[config.mk]
export PLATFORM = sky130hd
export DESIGN_NAME = uart_tx_fifo_reader
export DESIGN_NICKNAME = d
export VERILOG_FILES = /design/src/rtl/uart_tx_fifo_reader.sv
export SDC_FILE = /design/constraint.sdc
export NUM_CORES = 1
export LEC_CHECK = 0
export ABC_AREA = 0
export CAP_MARGIN = 40
export CORE_MARGIN = 2
export CORE_UTILIZATION = 55
export CTS_CLUSTER_DIAMETER = 40
export CTS_CLUSTER_SIZE = 20
export DETAILED_ROUTE_END_ITERATION = 10
export PLACE_DENSITY_LB_ADDON = 0.15
export RECOVER_POWER = 25
export SETUP_SLACK_MARGIN = 0.3
export SYNTH_ARGS = -nofsm -noshare
export SYNTH_HDL_FRONTEND = slang
export SYNTH_SLANG_ARGS = --single-unit
[constraint.sdc]
create_clock -name CLKip -period 2.6 [get_ports CLKip]
set_clock_uncertainty 0.1 [all_clocks]
set_input_delay 0.52 -clock CLKip [delete_from_list [all_inputs] [get_ports CLKip]]
set_output_delay 0.52 -clock CLKip [all_outputs]
set_load 0.005 [all_outputs]
[src/rtl/uart_tx_fifo_reader.sv]
// ---------------------------------------------------------------------------
// uart_tx_fifo_reader
//
// UART transmitter that pulls characters from an upstream synchronous FIFO
// (combinational read port: head data valid whenever not empty, popped by a
// one-cycle read strobe) and serialises them onto TXo.
// Frame: start bit, DATA_WIDTH data bits LSB first, optional parity bit,
// STOP_BITS stop bits. Every bit lasts CLKS_PER_BIT clock cycles.
//
// Ports:
//   CLKip   in   system clock
//   RSTi    in   asynchronous active-high reset
//   ENi     in   transmit enable; only gates fetching of new characters
//   EMPTYi  in   upstream FIFO empty flag
//   DATAi   in   upstream FIFO head data
//   RDo     out  FIFO pop strobe (one cycle per character)
//   TXo     out  serial line, idle high, registered
//   BUSYo   out  high from start bit through the last stop bit
//   DONEo   out  one-cycle pulse in the idle cycle that ends a frame
// ---------------------------------------------------------------------------
module uart_tx_fifo_reader #(
    parameter int DATA_WIDTH   = 8,
    parameter int CLKS_PER_BIT = 868,
    parameter int PARITY_EN    = 0,
    parameter int PARITY_ODD   = 0,
    parameter int STOP_BITS    = 1
) (
    input  logic                  CLKip,
    input  logic                  RSTi,
    input  logic                  ENi,
    input  logic                  EMPTYi,
    input  logic [DATA_WIDTH-1:0] DATAi,
    output logic                  RDo,
    output logic                  TXo,
    output logic                  BUSYo,
    output logic                  DONEo
);

    localparam int BAUD_W = (CLKS_PER_BIT > 1) ? $clog2(CLKS_PER_BIT) : 1;
    localparam int IDX_W  = $clog2(DATA_WIDTH + 1);

    localparam logic [BAUD_W-1:0] BAUD_LAST = BAUD_W'(CLKS_PER_BIT - 1);
    localparam logic [IDX_W-1:0]  DATA_LAST = IDX_W'(DATA_WIDTH - 1);
    localparam logic [IDX_W-1:0]  STOP_LAST = IDX_W'(STOP_BITS - 1);
    localparam logic              ODD_SEED  = (PARITY_ODD != 0);

    typedef enum logic [2:0] {
        S_IDLE,
        S_START,
        S_DATA,
        S_PARITY,
        S_STOP
    } state_t;

    state_t                  state_q,  state_d;
    logic [BAUD_W-1:0]       baud_q,   baud_d;
    logic [IDX_W-1:0]        idx_q,    idx_d;
    logic [DATA_WIDTH-1:0]   shift_q,  shift_d;
    logic                    parity_q, parity_d;
    logic                    tx_q,     tx_d;
    logic                    busy_q,   busy_d;
    logic                    done_q,   done_d;

    logic pop;
    logic bit_end;

    assign bit_end = (baud_q == BAUD_LAST);

    // Fetch is only possible from IDLE, so the pop strobe can never fire
    // while a frame is in flight.
    assign pop = (state_q == S_IDLE) && ENi && !EMPTYi;

    always_comb begin
        state_d  = state_q;
        idx_d    = idx_q;
        shift_d  = shift_q;
        parity_d = parity_q;
        tx_d     = tx_q;
        busy_d   = busy_q;
        done_d   = 1'b0;

        // Baud counter sits at zero in IDLE so each frame starts with a full
        // start-bit period.
        if (state_q == S_IDLE || bit_end) begin
            baud_d = '0;
        end else begin
            baud_d = baud_q + 1'b1;
        end

        unique case (state_q)
            S_IDLE: begin
                if (pop) begin
                    state_d  = S_START;
                    shift_d  = DATAi;
                    parity_d = (^DATAi) ^ ODD_SEED;
                    idx_d    = '0;
                    tx_d     = 1'b0;
                    busy_d   = 1'b1;
                end
            end
            S_START: begin
                if (bit_end) begin
                    state_d = S_DATA;
                    idx_d   = '0;
                    tx_d    = shift_q[0];
                end
            end
            S_DATA: begin
                if (bit_end) begin
                    if (idx_q == DATA_LAST) begin
                        idx_d = '0;
                        if (PARITY_EN != 0) begin
                            state_d = S_PARITY;
                            tx_d    = parity_q;
                        end else begin
                            state_d = S_STOP;
                            tx_d    = 1'b1;
                        end
                    end else begin
                        idx_d   = idx_q + 1'b1;
                        shift_d = shift_q >> 1;
                        // Next data bit goes out at the same edge the
                        // shift happens, keeping TXo purely registered.
                        tx_d    = shift_q[1];
                    end
                end
            end
            S_PARITY: begin
                if (bit_end) begin
                    state_d = S_STOP;
                    idx_d   = '0;
                    tx_d    = 1'b1;
                end
            end
            S_STOP: begin
                if (bit_end) begin
                    if (idx_q == STOP_LAST) begin
                        state_d = S_IDLE;
                        idx_d   = '0;
                        tx_d    = 1'b1;
                        busy_d  = 1'b0;
                        done_d  = 1'b1;
                    end else begin
                        idx_d = idx_q + 1'b1;
                    end
                end
            end
            default: begin
                state_d = S_IDLE;
                tx_d    = 1'b1;
                busy_d  = 1'b0;
            end
        endcase
    end

    always_ff @(posedge CLKip or posedge RSTi) begin
        if (RSTi) begin
            state_q  <= S_IDLE;
            baud_q   <= '0;
            idx_q    <= '0;
            shift_q  <= '0;
            parity_q <= 1'b0;
            tx_q     <= 1'b1;
            busy_q   <= 1'b0;
            done_q   <= 1'b0;
        end else begin
            state_q  <= state_d;
            baud_q   <= baud_d;
            idx_q    <= idx_d;
            shift_q  <= shift_d;
            parity_q <= parity_d;
            tx_q     <= tx_d;
            busy_q   <= busy_d;
            done_q   <= done_d;
        end
    end

    // The state register is cleared asynchronously, but the strobe is also
    // gated directly so it is low for the whole time reset is held.
    assign RDo   = pop && !RSTi;
    assign TXo   = tx_q;
    assign BUSYo = busy_q;
    assign DONEo = done_q;

endmodule

==> PnR_summary.wiki <==
{| class="wikitable"
! Metric !! Value
|-
| DRC Markers || 0
|-
| Relative area change from synthesis to final layout || 17.59%
|-
| Number of buffers inserted for hold repair after clock tree synthesis || 0
|-
| Congestion Overflow GR || 0
|-
| Share of power burned in the clock network || between 30% and 40%
|-
| Clk sinks || 28
|-
| CTS Buf Count || 3
|-
| Core region area || about 2700 um2
|-
| Final worst path period share || 85.08%
|-
| Total routing usage reported by global routing || roughly a fifth
|-
| CP startpoint kind || input port
|-
| Time the final worst path needs with I/O delays and setup || 2.212 ns
|-
| Logic pwr share || under 10%
|-
| Average wire per cell in the routed design || between 10 and 15 um
|-
| Final routed wirelength across all metal layers || around 2.8 mm
|-
| CTS root buf || clkbuf_4
|-
| Number of synthesized flops with an enable pin || 0
|-
| Number of antenna-violating nets in the routed design || 0
|-
| Leading cell types in the layout, fill and taps excluded || dfrtp_1, nand2_1, nor2_1
|-
| Pwr/cell area || ~420 nW/um2
|-
| Crit-path max cell delay || around 0.54 ns
|-
| Number of vias per cell after detailed routing || about 5.5
|-
| Critical Path Fanout Max || 2
|-
| Setup Fix Bufs, Post-CTS || 0
|-
| Wire length of the first global-routing pass || 5.181 mm
|-
| Summed negative setup slack over all endpoints || 0 ns
|-
| DIE WIDTH || between 50 and 60 um
|-
| Starting density of the core || between 50% and 60%
|-
| Number of standard-cell rows in the floorplan || 19
|-
| Register bit total from synthesis || 28
|-
| Layout net count || approximately 190
|-
| Fraction of final layout cells sized beyond drive strength 1 || between 10% and 20%
|-
| Static Leak || 0.8299 nW
|-
| Number of port buffers || 15
|-
| Total setup violations reported at the end of the flow || 0
|-
| Signal arrival time at the worst endpoint || 1.59 ns
|-
| Internal power consumption || about 0.6 mW
|-
| Largest net degree at the start of global routing || 29
|-
| Worst slew margin relative to its limit || 4.020%
|-
| Hold WC Path Type || flop to flop
|-
| Highest Clock Rate || roughly 450 MHz
|-
| Yosys warns || 0
|-
| Worst ir drop on vdd || between 0.3 and 0.4 mV
|-
| H-tree lvl count || 1
|-
| Most instantiated flip-flop cell in the synthesis netlist || dfrtp_1
|-
| Number of iterations in the first detailed-routing pass || 4
|-
| Switching portion of total power || 18.92%
|-
| Slew of the pin with the lowest slew margin || around 1.4 ns
|-
| Diode insertion count for antenna repair || 0
|-
| CTS max path bufs || 2
|-
| Endpoints failing hold || 0
|-
| Net switching component of the power || 0.1425 mW
|-
| Type of destination of the critical path || output port
|-
| Share of flip-flops with an asynchronous set or reset || between 90% and 100%
|-
| # resized after CTS || 8
|-
| RSZ-0062 raised after global routing || no
|-
| Mapped Avg Cell Area || 9.864 um2
|-
| Overall power of the completed layout || roughly 0.75 mW
|-
| Placer Congestion || around 0.77
|-
| Reg clk slew, reported paths || approximately 0.15 ns
|-
| Clock insertion delay at the later pin of the skew report || about 0.33 ns
|-
| Seq pwr share || ~58%
|-
| Antenna violations before repair || 0
|-
| CP top delay family || simple AND/OR/NAND/NOR gates
|-
| Vias after detailed routing || roughly 1.1k
|-
| Ports || 16
|-
| Height of the die || ~57 um
|-
| Post-synthesis net count || between 150 and 200
|-
| Sequential share of the synthesized area || 45.91%
|-
| Most common cell after layout, fill and taps aside || dfrtp_1
|-
| Detail Placement HPWL || approximately 2.1 mm
|-
| Cells after synthesis || 155
|-
| Die area || around 3200 um2
|-
| Run status || finished, final reports clean
|-
| Total of max-cap violations || 0
|-
| Critical Path Slowest Stage Cell || or4b_4
|-
| Max Transition Viols Final || 0
|-
| Number of distinct standard cells referenced by the synthesized netlist || 44
|-
| Mapped Area || between 1500 and 2000 um2
|-
| Classification of the worst setup path || input port to output port
|-
| Worst path required time || roughly 2.0 ns
|-
| Violation count after the first detailed-routing iteration || 25
|-
| Via count of the first global-routing pass || about 1.2k
|-
| Crit-path cells || dlygate4sd2_1 > or4b_4 > nor3_2 > buf_2
|-
| Clock tree from TritonCTS || yes
|-
| Number of buffer and inverter stages on the critical path || 2
|}
## logic make-up (layout without fill, tap and decap cells)
kind of cell	Yosys count	after routing	synth area share [%]
flip-flops	28	28	45.91
AND/OR/NAND/NOR	74	74	26.43
multiplexers	9	9	6.547
AO/OA/AOI/OAI	21	21	10.56
XOR/XNOR	9	9	5.156
adder cells (fa/ha/maj)	3	3	2.455
buffers and inverters	11	32	2.946
## state kept, by name (all words and copies together) (netlist names)
signal   count
baud_q      10
idx_q        4
DONEo        1
shift_q      8
state_q      3
BUSYo        1
TXo          1
## cells in the mapped netlist (4+ instances only)
cell type / n / area, um2
a21oi_1: 5 / 25.02
nor3b_1: 5 / 37.54
nor2_1: 17 / 63.81
nand3_1: 4 / 20.02
inv_1: 6 / 22.52
nand2_1: 25 / 93.84
mux2_2: 8 / 90.09
dfrtp_1: 27 / 675.7
xnor2_1: 6 / 52.55
## metrics by stage
stage / cells / worst slack [ns] / instance area [um2] / utilization [%] / hold slack [ns]
3_5_place_dp: 203 / -0.1524 / 1748 / 65.07 / 0.3927
3_3_place_gp: 203 / -0.09502 / 1748 / 65.07 / 0.3707
6_report: 207 / 0.3879 / 1798 / 66.93 / 0.4073
5_1_grt: 207 / 0.1689 / 1798 / 66.93 / 0.4546
2_1_floorplan: 155 / 0.6089 / 1529 / - / 0.3549
4_1_cts: 207 / 0.3693 / 1802 / 67.07 / 0.4137
## cell type report
class                      instances  area, um2
clock buffer                       3      22.52
clock inverter                     1      30.03
fill                             235      888.4
tap                               31      38.79
multi-input combinational        116      790.8
timing repair buffer              22      191.4
inverter                           6      22.52
sequential                        28      701.9
## worst paths after layout
check	depth (start not counted)	end	slack [ns]	startpoint
max	4	RDo	0.39	EMPTYi
min	1	baud_q[0]	0.41	baud_q[0]
max reg2reg	4	idx_q[0]	0.46	state_q[2]
min reg2reg	1	baud_q[0]	0.41	baud_q[0]
max in group asynchronous	3	shift_q[1]	0.52	RSTi
min in group asynchronous	3	DONEo	1.04	RSTi
## worst reg2reg max path: cells and delay by family, from the launching register on
kind	cells	cell delay [ns]
flops	1	0.61
simple gates	2	0.61
compound gates	1	0.40
mux	1	0.32
## power groups by stage
stage / registers, mW / logic, mW / clock network (mW)
after floorplan: 0.446 / 0.0117 / 0
after global placement: 0.446 / 0.0333 / 0
after detailed placement: 0.446 / 0.0342 / 0
after CTS: 0.438 / 0.0336 / 0.296
after global routing: 0.438 / 0.0356 / 0.314
final: 0.438 / 0.0311 / 0.284
## metal layers
layer  vias to the layer above  GRT usage, %  part of all wire (%)
met4                         0         6.463                   1.1
met5                         -             0                     0
li1                        583             -                     -
met1                       540         26.01                    46
met2                        13         35.55                    50
met3                         4         2.765                   2.4
Power figures use the tool's default switching activity.
